**src/rtl/svga_timing_gen_if.sv**
```systemverilog
// Raster-scan bundle between the SVGA timing generator, the renderer and the VGA pins.
// The master side is the timing generator; the slave side is the renderer/connector.
interface svga_timing_gen_if;
  logic [10:0] h_coord;
  logic [9:0]  v_coord;
  logic        display_on;
  logic        frame_start;
  logic [15:0] frame_cnt;
  logic [3:0]  rgb_r_in;
  logic [3:0]  rgb_g_in;
  logic [3:0]  rgb_b_in;
  logic        vga_hs;
  logic        vga_vs;
  logic [3:0]  vga_r;
  logic [3:0]  vga_g;
  logic [3:0]  vga_b;

  modport master (
    output h_coord,
    output v_coord,
    output display_on,
    output frame_start,
    output frame_cnt,
    input  rgb_r_in,
    input  rgb_g_in,
    input  rgb_b_in,
    output vga_hs,
    output vga_vs,
    output vga_r,
    output vga_g,
    output vga_b
  );

  modport slave (
    input  h_coord,
    input  v_coord,
    input  display_on,
    input  frame_start,
    input  frame_cnt,
    output rgb_r_in,
    output rgb_g_in,
    output rgb_b_in,
    input  vga_hs,
    input  vga_vs,
    input  vga_r,
    input  vga_g,
    input  vga_b
  );
endinterface

```
**src/rtl/svga_timing_gen.sv**
```systemverilog
// SVGA raster timing: free-running h/v counters, frame markers, and a PIPE-deep
// output register carrying sync and blanked renderer colour to the VGA pins.
module svga_timing_gen #(
  parameter int unsigned H_ACTIVE = 800,
  parameter int unsigned H_FP     = 24,
  parameter int unsigned H_SYNC   = 72,
  parameter int unsigned H_BP     = 128,
  parameter int unsigned V_ACTIVE = 600,
  parameter int unsigned V_FP     = 1,
  parameter int unsigned V_SYNC   = 2,
  parameter int unsigned V_BP     = 22,
  parameter bit          H_POL    = 1'b1,
  parameter bit          V_POL    = 1'b1,
  parameter int unsigned PIPE     = 1
) (
  input logic               pixel_clk,
  input logic               rst_n,
  svga_timing_gen_if.master bus
);

  localparam int unsigned H_TOTAL = H_ACTIVE + H_FP + H_SYNC + H_BP;
  localparam int unsigned V_TOTAL = V_ACTIVE + V_FP + V_SYNC + V_BP;

  localparam logic [10:0] HMax     = 11'(H_TOTAL - 1);
  localparam logic [10:0] HActive  = 11'(H_ACTIVE);
  localparam logic [10:0] HsStart  = 11'(H_ACTIVE + H_FP);
  localparam logic [10:0] HsEnd    = 11'(H_ACTIVE + H_FP + H_SYNC);
  localparam logic [9:0]  VMax     = 10'(V_TOTAL - 1);
  localparam logic [9:0]  VActive  = 10'(V_ACTIVE);
  localparam logic [9:0]  VsStart  = 10'(V_ACTIVE + V_FP);
  localparam logic [9:0]  VsEnd    = 10'(V_ACTIVE + V_FP + V_SYNC);

  if (PIPE < 1 || PIPE > 4) begin : gen_bad_pipe
    $error("svga_timing_gen: PIPE must be in 1..4");
  end
  if (H_TOTAL > 2048 || V_TOTAL > 1024) begin : gen_bad_total
    $error("svga_timing_gen: totals exceed counter width");
  end

  typedef struct packed {
    logic       hs;
    logic       vs;
    logic [3:0] r;
    logic [3:0] g;
    logic [3:0] b;
  } pix_t;

  localparam pix_t PixRst = '{hs: ~H_POL, vs: ~V_POL, r: 4'h0, g: 4'h0, b: 4'h0};

  logic [10:0] h_q;
  logic [9:0]  v_q;
  logic        frame_start_q;
  logic [15:0] frame_cnt_q;
  logic [15:0] frame_cnt_d;
  pix_t        pipe_q [PIPE];

  logic        h_wrap;
  logic        v_wrap;
  logic        display_on;
  logic        hs_raw;
  logic        vs_raw;
  pix_t        stage_in;

  always_comb begin
    h_wrap     = (h_q == HMax);
    v_wrap     = (v_q == VMax);
    display_on = (h_q < HActive) && (v_q < VActive);
    hs_raw     = ((h_q >= HsStart) && (h_q < HsEnd)) ? H_POL : ~H_POL;
    vs_raw     = ((v_q >= VsStart) && (v_q < VsEnd)) ? V_POL : ~V_POL;
  end

  always_comb begin
    stage_in    = PixRst;
    stage_in.hs = hs_raw;
    stage_in.vs = vs_raw;
    if (display_on) begin
      stage_in.r = bus.rgb_r_in;
      stage_in.g = bus.rgb_g_in;
      stage_in.b = bus.rgb_b_in;
    end
  end

  always_comb begin
    frame_cnt_d = frame_cnt_q;
    if (h_wrap && v_wrap) begin
      frame_cnt_d = frame_cnt_q + 16'd1;
    end
  end

  always_ff @(posedge pixel_clk) begin
    if (!rst_n) begin
      h_q           <= 11'd0;
      v_q           <= 10'd0;
      frame_start_q <= 1'b0;
      frame_cnt_q   <= 16'd0;
    end else begin
      h_q           <= h_wrap ? 11'd0 : h_q + 11'd1;
      if (h_wrap) begin
        v_q <= v_wrap ? 10'd0 : v_q + 10'd1;
      end
      // Registered so the pulse coincides with the counters sitting at (0,0).
      frame_start_q <= h_wrap && v_wrap;
      frame_cnt_q   <= frame_cnt_d;
    end
  end

  always_ff @(posedge pixel_clk) begin
    if (!rst_n) begin
      for (int unsigned i = 0; i < PIPE; i++) begin
        pipe_q[i] <= PixRst;
      end
    end else begin
      pipe_q[0] <= stage_in;
      for (int unsigned i = 1; i < PIPE; i++) begin
        pipe_q[i] <= pipe_q[i-1];
      end
    end
  end

  assign bus.h_coord     = h_q;
  assign bus.v_coord     = v_q;
  assign bus.display_on  = display_on;
  assign bus.frame_start = frame_start_q;
  assign bus.frame_cnt   = frame_cnt_q;
  assign bus.vga_hs      = pipe_q[PIPE-1].hs;
  assign bus.vga_vs      = pipe_q[PIPE-1].vs;
  assign bus.vga_r       = pipe_q[PIPE-1].r;
  assign bus.vga_g       = pipe_q[PIPE-1].g;
  assign bus.vga_b       = pipe_q[PIPE-1].b;

endmodule
```
**src/flat_wrapper.sv**
```systemverilog
// flat-port wrapper written by rule: the top's interface ports become plain ports
module svga_timing_gen_flat 
#(
  parameter int unsigned H_ACTIVE = 800,
  parameter int unsigned H_FP     = 24,
  parameter int unsigned H_SYNC   = 72,
  parameter int unsigned H_BP     = 128,
  parameter int unsigned V_ACTIVE = 600,
  parameter int unsigned V_FP     = 1,
  parameter int unsigned V_SYNC   = 2,
  parameter int unsigned V_BP     = 22,
  parameter bit          H_POL    = 1'b1,
  parameter bit          V_POL    = 1'b1,
  parameter int unsigned PIPE     = 1
)
  (pixel_clk, rst_n, bus_h_coord, bus_v_coord, bus_display_on, bus_frame_start, bus_frame_cnt, bus_rgb_r_in, bus_rgb_g_in, bus_rgb_b_in, bus_vga_hs, bus_vga_vs, bus_vga_r, bus_vga_g, bus_vga_b);
  svga_timing_gen_if bus_i ();
  input logic pixel_clk;
  input logic rst_n;
  output wire logic [$bits(bus_i.h_coord)-1:0] bus_h_coord;
  output wire logic [$bits(bus_i.v_coord)-1:0] bus_v_coord;
  output wire logic [$bits(bus_i.display_on)-1:0] bus_display_on;
  output wire logic [$bits(bus_i.frame_start)-1:0] bus_frame_start;
  output wire logic [$bits(bus_i.frame_cnt)-1:0] bus_frame_cnt;
  input wire logic [$bits(bus_i.rgb_r_in)-1:0] bus_rgb_r_in;
  input wire logic [$bits(bus_i.rgb_g_in)-1:0] bus_rgb_g_in;
  input wire logic [$bits(bus_i.rgb_b_in)-1:0] bus_rgb_b_in;
  output wire logic [$bits(bus_i.vga_hs)-1:0] bus_vga_hs;
  output wire logic [$bits(bus_i.vga_vs)-1:0] bus_vga_vs;
  output wire logic [$bits(bus_i.vga_r)-1:0] bus_vga_r;
  output wire logic [$bits(bus_i.vga_g)-1:0] bus_vga_g;
  output wire logic [$bits(bus_i.vga_b)-1:0] bus_vga_b;
  assign bus_h_coord = bus_i.h_coord;
  assign bus_v_coord = bus_i.v_coord;
  assign bus_display_on = bus_i.display_on;
  assign bus_frame_start = bus_i.frame_start;
  assign bus_frame_cnt = bus_i.frame_cnt;
  assign bus_i.rgb_r_in = bus_rgb_r_in;
  assign bus_i.rgb_g_in = bus_rgb_g_in;
  assign bus_i.rgb_b_in = bus_rgb_b_in;
  assign bus_vga_hs = bus_i.vga_hs;
  assign bus_vga_vs = bus_i.vga_vs;
  assign bus_vga_r = bus_i.vga_r;
  assign bus_vga_g = bus_i.vga_g;
  assign bus_vga_b = bus_i.vga_b;
  svga_timing_gen #(.H_ACTIVE(H_ACTIVE), .H_FP(H_FP), .H_SYNC(H_SYNC), .H_BP(H_BP), .V_ACTIVE(V_ACTIVE), .V_FP(V_FP), .V_SYNC(V_SYNC), .V_BP(V_BP), .H_POL(H_POL), .V_POL(V_POL), .PIPE(PIPE)) u_core (.pixel_clk(pixel_clk), .rst_n(rst_n), .bus(bus_i));
endmodule
```
**config.mk**
```make
export PLATFORM = sky130hd
export DESIGN_NAME = svga_timing_gen_flat
export DESIGN_NICKNAME = d
export VERILOG_FILES = /design/src/rtl/svga_timing_gen_if.sv /design/src/rtl/svga_timing_gen.sv /design/src/flat_wrapper.sv
export SDC_FILE = /design/constraint.sdc
export NUM_CORES = 1
export LEC_CHECK = 0
export ABC_AREA = 1
export BUFFER_PORTS_ARGS = -buffer_cell sky130_fd_sc_hd__buf_4
export CAP_MARGIN = 40
export CORE_AREA = 2 2 77 79
export DETAILED_ROUTE_END_ITERATION = 6
export DIE_AREA = 0 0 79 81
export PLACE_DENSITY = 0.74
export RECOVER_POWER = 25
export SYNTH_ARGS = -nofsm -noshare
export SYNTH_HDL_FRONTEND = slang
export SYNTH_SLANG_ARGS = --single-unit
```
**constraint.sdc**
```tcl
create_clock -name pixel_clk -period 1.3 [get_ports pixel_clk]
set_input_delay 0.195 -clock pixel_clk [delete_from_list [all_inputs] [get_ports pixel_clk]]
set_output_delay 0.195 -clock pixel_clk [all_outputs]
set_load 0.05 [all_outputs]
```
==> metrics.md <==
| Metric | Value |
|---|---|
| Die X | 79 microns |
| Max Cap Viol | 0 |
| Largest family of logic cells by synthesized area | simple AND/OR/NAND/NOR gates |
| Detailed Routing Iterations Pass 1 | 5 |
| Synth area leader | dfxtp_1 |
| Worst path bufs/invs | 2 |
| Largest net degree at the start of global routing | 18 |
| Initial DRC count | 143 |
| CP Class | reg2out |
| Mux contribution to synthesized area | 0 |
| Compound-Gate Fraction of Synth Area | 0.0689 |
| Synth Area in Simple Gates | 0.345 |
| Global route total overflow | 0 |
| Dominant synthesized flop cell | dfxtp_1 |
| Initial antenna violation count | 0 |
| Die Y | 81 microns |
| Crit. path cell count | 6 |
| Worst hold endpoint | u_core.pipe_q[0][7] |
| Sink Count | 52 |
| CTS Root Cell | clkbuf_8 |
| Worst slew pin tran | 0.347 ns |
| TritonCTS clock tree | done |
| Yosys warning count | 0 |
| R2r endpoint | u_core.bus.v_coord[9] |
| Unrepaired setup endpoints after global routing | true |
| Num ports | 67 |
| Drt via density | 5.09 |
| H-tree levels | 2 |
| Finished Layout Cells | 577 |
| Seq/Total Area, Yosys | 0.415 |
| Synthesized cell area | 0.00251 sq mm |
| Peak fanout along the critical path | 3 |
| Syn nets | 374 |
| Synth Area in XOR/XNOR | 0.0419 |
| Hold path depth | 3 |
| Synth Register Bits | 52 |
| Synth Instances | 354 |
| Vias in the first global route | 2810 |
| First-pass GRT wire length | 12800 microns |
| Fin crit share | 1.23 |
| Final setup TNS | -7.05 ns |
| IO buf count | 66 |
| Status | finished with violations |
| Critical Path RT | 1.11 ns |
| Gpl congestion | 0.863 |
| Finished Core Util | 0.767 |
| Later-pin clock latency in the skew report | 0.32 ns |
| CP peak stage delay | 0.37 ns |
| Post-synth EDFFs | 0 |
| Core area | 0.00568 sq mm |
| FF-to-FF Start | u_core.bus.h_coord[0] |
| Synth Area per Inst | 7.08 sq um |
| Peak VDD IR | 0.563 mV |
| Final-stage net count | 521 |
| Pleak | 2.11 nW |
| Area delta synth->final | 73.6% |
| Clk_skew | 0.0165 ns |
| Initial Util | 0.442 |
| Longest Clk Path Bufs | 2 |
| Fraction of layout cells with a size suffix above 1 | 0.550 |
| Register-to-Register Setup Slack | -0.28 ns |
| Reg2Reg Depth | 10 |
| CP cell instances | buf_6 > nand2_4 > o21bai_4 > a21oi_2 > and3_4 > buf_8 |
| Top cell type's share of synthesized area | 0.415 |
| Max transition margin | 0.768 |
| Design Power | 2.89 mW |
| Netlist cell types | 32 |
| GR Util All Layers | 0.254 |
| Path category of the worst min-delay check | in2reg |
| Full die area | 0.00640 sq mm |
| Worst path arrival time | 1.40 ns |
| WL/cell | 15.0 microns |
| Final Critical Period | 1.60 ns |
| Final WS setup | -0.298 ns |
| Antenna-violating nets left | 0 |
| Max Freq | 0.626 GHz |
| Pins Over Slew Limit | 0 |
| Dpl hpwl | 4930 microns |
| HP Start | bus_rgb_g_in[3] |
| Placed Cells | 543 |
| DP Worst Slack | -0.203 ns |
| Number of CTS-inserted buffers | 5 |
| Row cnt | 28 |
| Final setup viols | 46 |
| Via count | 2937 |
| Fillcell total | 387 |
| ANT cells | 0 |
| PwrDens | 665 mW/mm^2 |
| Startpoint Class | register |
| Crit end category | output pin |
| Critical-path top delay cell | dfxtp_4 |
| Number of remaining DRC errors | 0 |
| Clock-pin slew on the worst setup and hold paths | 0.10 ns |
| Final hold violations | 0 |
| Adder-Cell Fraction of Synth Area | 0.0300 |
| Asr flop ratio synth | 0 |
| Critical path's top delay family | flip-flops |
| Failing checks | setup timing |
| Total Wirelength | 8630 microns |
| Top cells by area, synth | dfxtp_1 (42%), nand2_1 (13%), nor2_1 (8.8%) |
[through the flow]
stage / hold WS [ns] / area (sq um)
finish: 0.0902 / 4350
global route: 0.0764 / 4350
CTS: 0.0855 / 4180
detailed placement: 0.417 / 3600
global placement: 0.408 / 3600
floorplan: 0.307 / 2610
[power breakdown]
group	internal, mW	total (mW)	switching (mW)
clock	0.386	0.972	0.587
sequential	1.60	1.62	0.0128
combinational	0.110	0.304	0.195
[flip-flops by register name (all words and copies together) (netlist names)]
name / cells
u_core.bus.frame_start: 1
u_core.pipe_q: 14
u_core.bus.v_coord: 10
u_core.bus.h_coord: 11
u_core.bus.frame_cnt: 16
[synthesized netlist by cell type, drive strengths merged, types with 2 or more instances]
library cell and count:
o211ai 3, ha 6, xor2 10, a21oi 20
xnor2 2, dfxtp 52, clkbuf 2, nand2 87
buf 5, nand3b 3, nand4 6, o21ai 5
nor2 66, nand3 22, inv 53, nor3 6
[tightest hold or removal path, stage by stage]
cell	delay, ns
buf_4	0.08
inv_1	0.03
nor2_1	0.08
[repair_timing]
| item | CTS | global route |
|---|---|---|
| setup endpoints to repair | 50 | 43 |
| gates resized for setup | 81 | 55 |
| setup buffers | 25 | 10 |
| hold buffers | 0 | 0 |
| cloned | 3 | 1 |
| pin swaps | 33 | 20 |
[layer usage]
layer | global-route usage | wire, microns
met1 | 0.289 | 3310
met4 | 0.117 | 246
met3 | 0.0522 | 513
met5 | 0 | 0
met2 | 0.458 | 4570
[worst max-delay path by stage]
stage                          startpoint                  endpoint  slack (ns)
global route        u_core.bus.h_coord[0]     u_core.bus.v_coord[3]       -0.38
finish              u_core.bus.h_coord[8]            bus_display_on       -0.30
floorplan           u_core.bus.h_coord[0]  u_core.bus.frame_cnt[14]       -0.23
global placement    u_core.bus.v_coord[7]            bus_display_on       -0.16
detailed placement  u_core.bus.h_coord[1]     u_core.bus.v_coord[7]       -0.20
CTS                 u_core.bus.h_coord[8]            bus_display_on       -0.30
[logic make-up (layout without fill, tap and decap cells)]
| kind of cell | Yosys count | count (layout) |
|---|---|---|
| AND/OR/NAND/NOR | 193 | 193 |
| buffers and inverters | 60 | 208 |
| flip-flops | 52 | 52 |
| AO/OA/AOI/OAI | 31 | 31 |
| XOR/XNOR | 12 | 12 |
| adder cells (fa/ha/maj) | 6 | 6 |
[cell type report]
| cell class | instances | area [sq um] | area share |
|---|---|---|---|
| flip-flops and latches | 52 | 1100 | 0.254 |
| multi-input cells | 242 | 1610 | 0.370 |
| clock buffers | 5 | 68.8 | 0.0158 |
| clock inverters | 3 | 20.0 | 0.00460 |
| inverters | 53 | 204 | 0.0469 |
| well taps | 75 | 93.8 | 0.0216 |
| repair buffers | 147 | 1250 | 0.288 |
[placed cells by master, fill, tap and decap left out, types with 14 or more instances in the layout]
cell     instances
a21oi_2         16
dfxtp_1         21
nor2_1          44
inv_1           47
dfxtp_2         21
nand2_1         60
nand2_2         14
buf_4          106
buf_6           20
No activity file was read; power rests on OpenSTA's default activity.
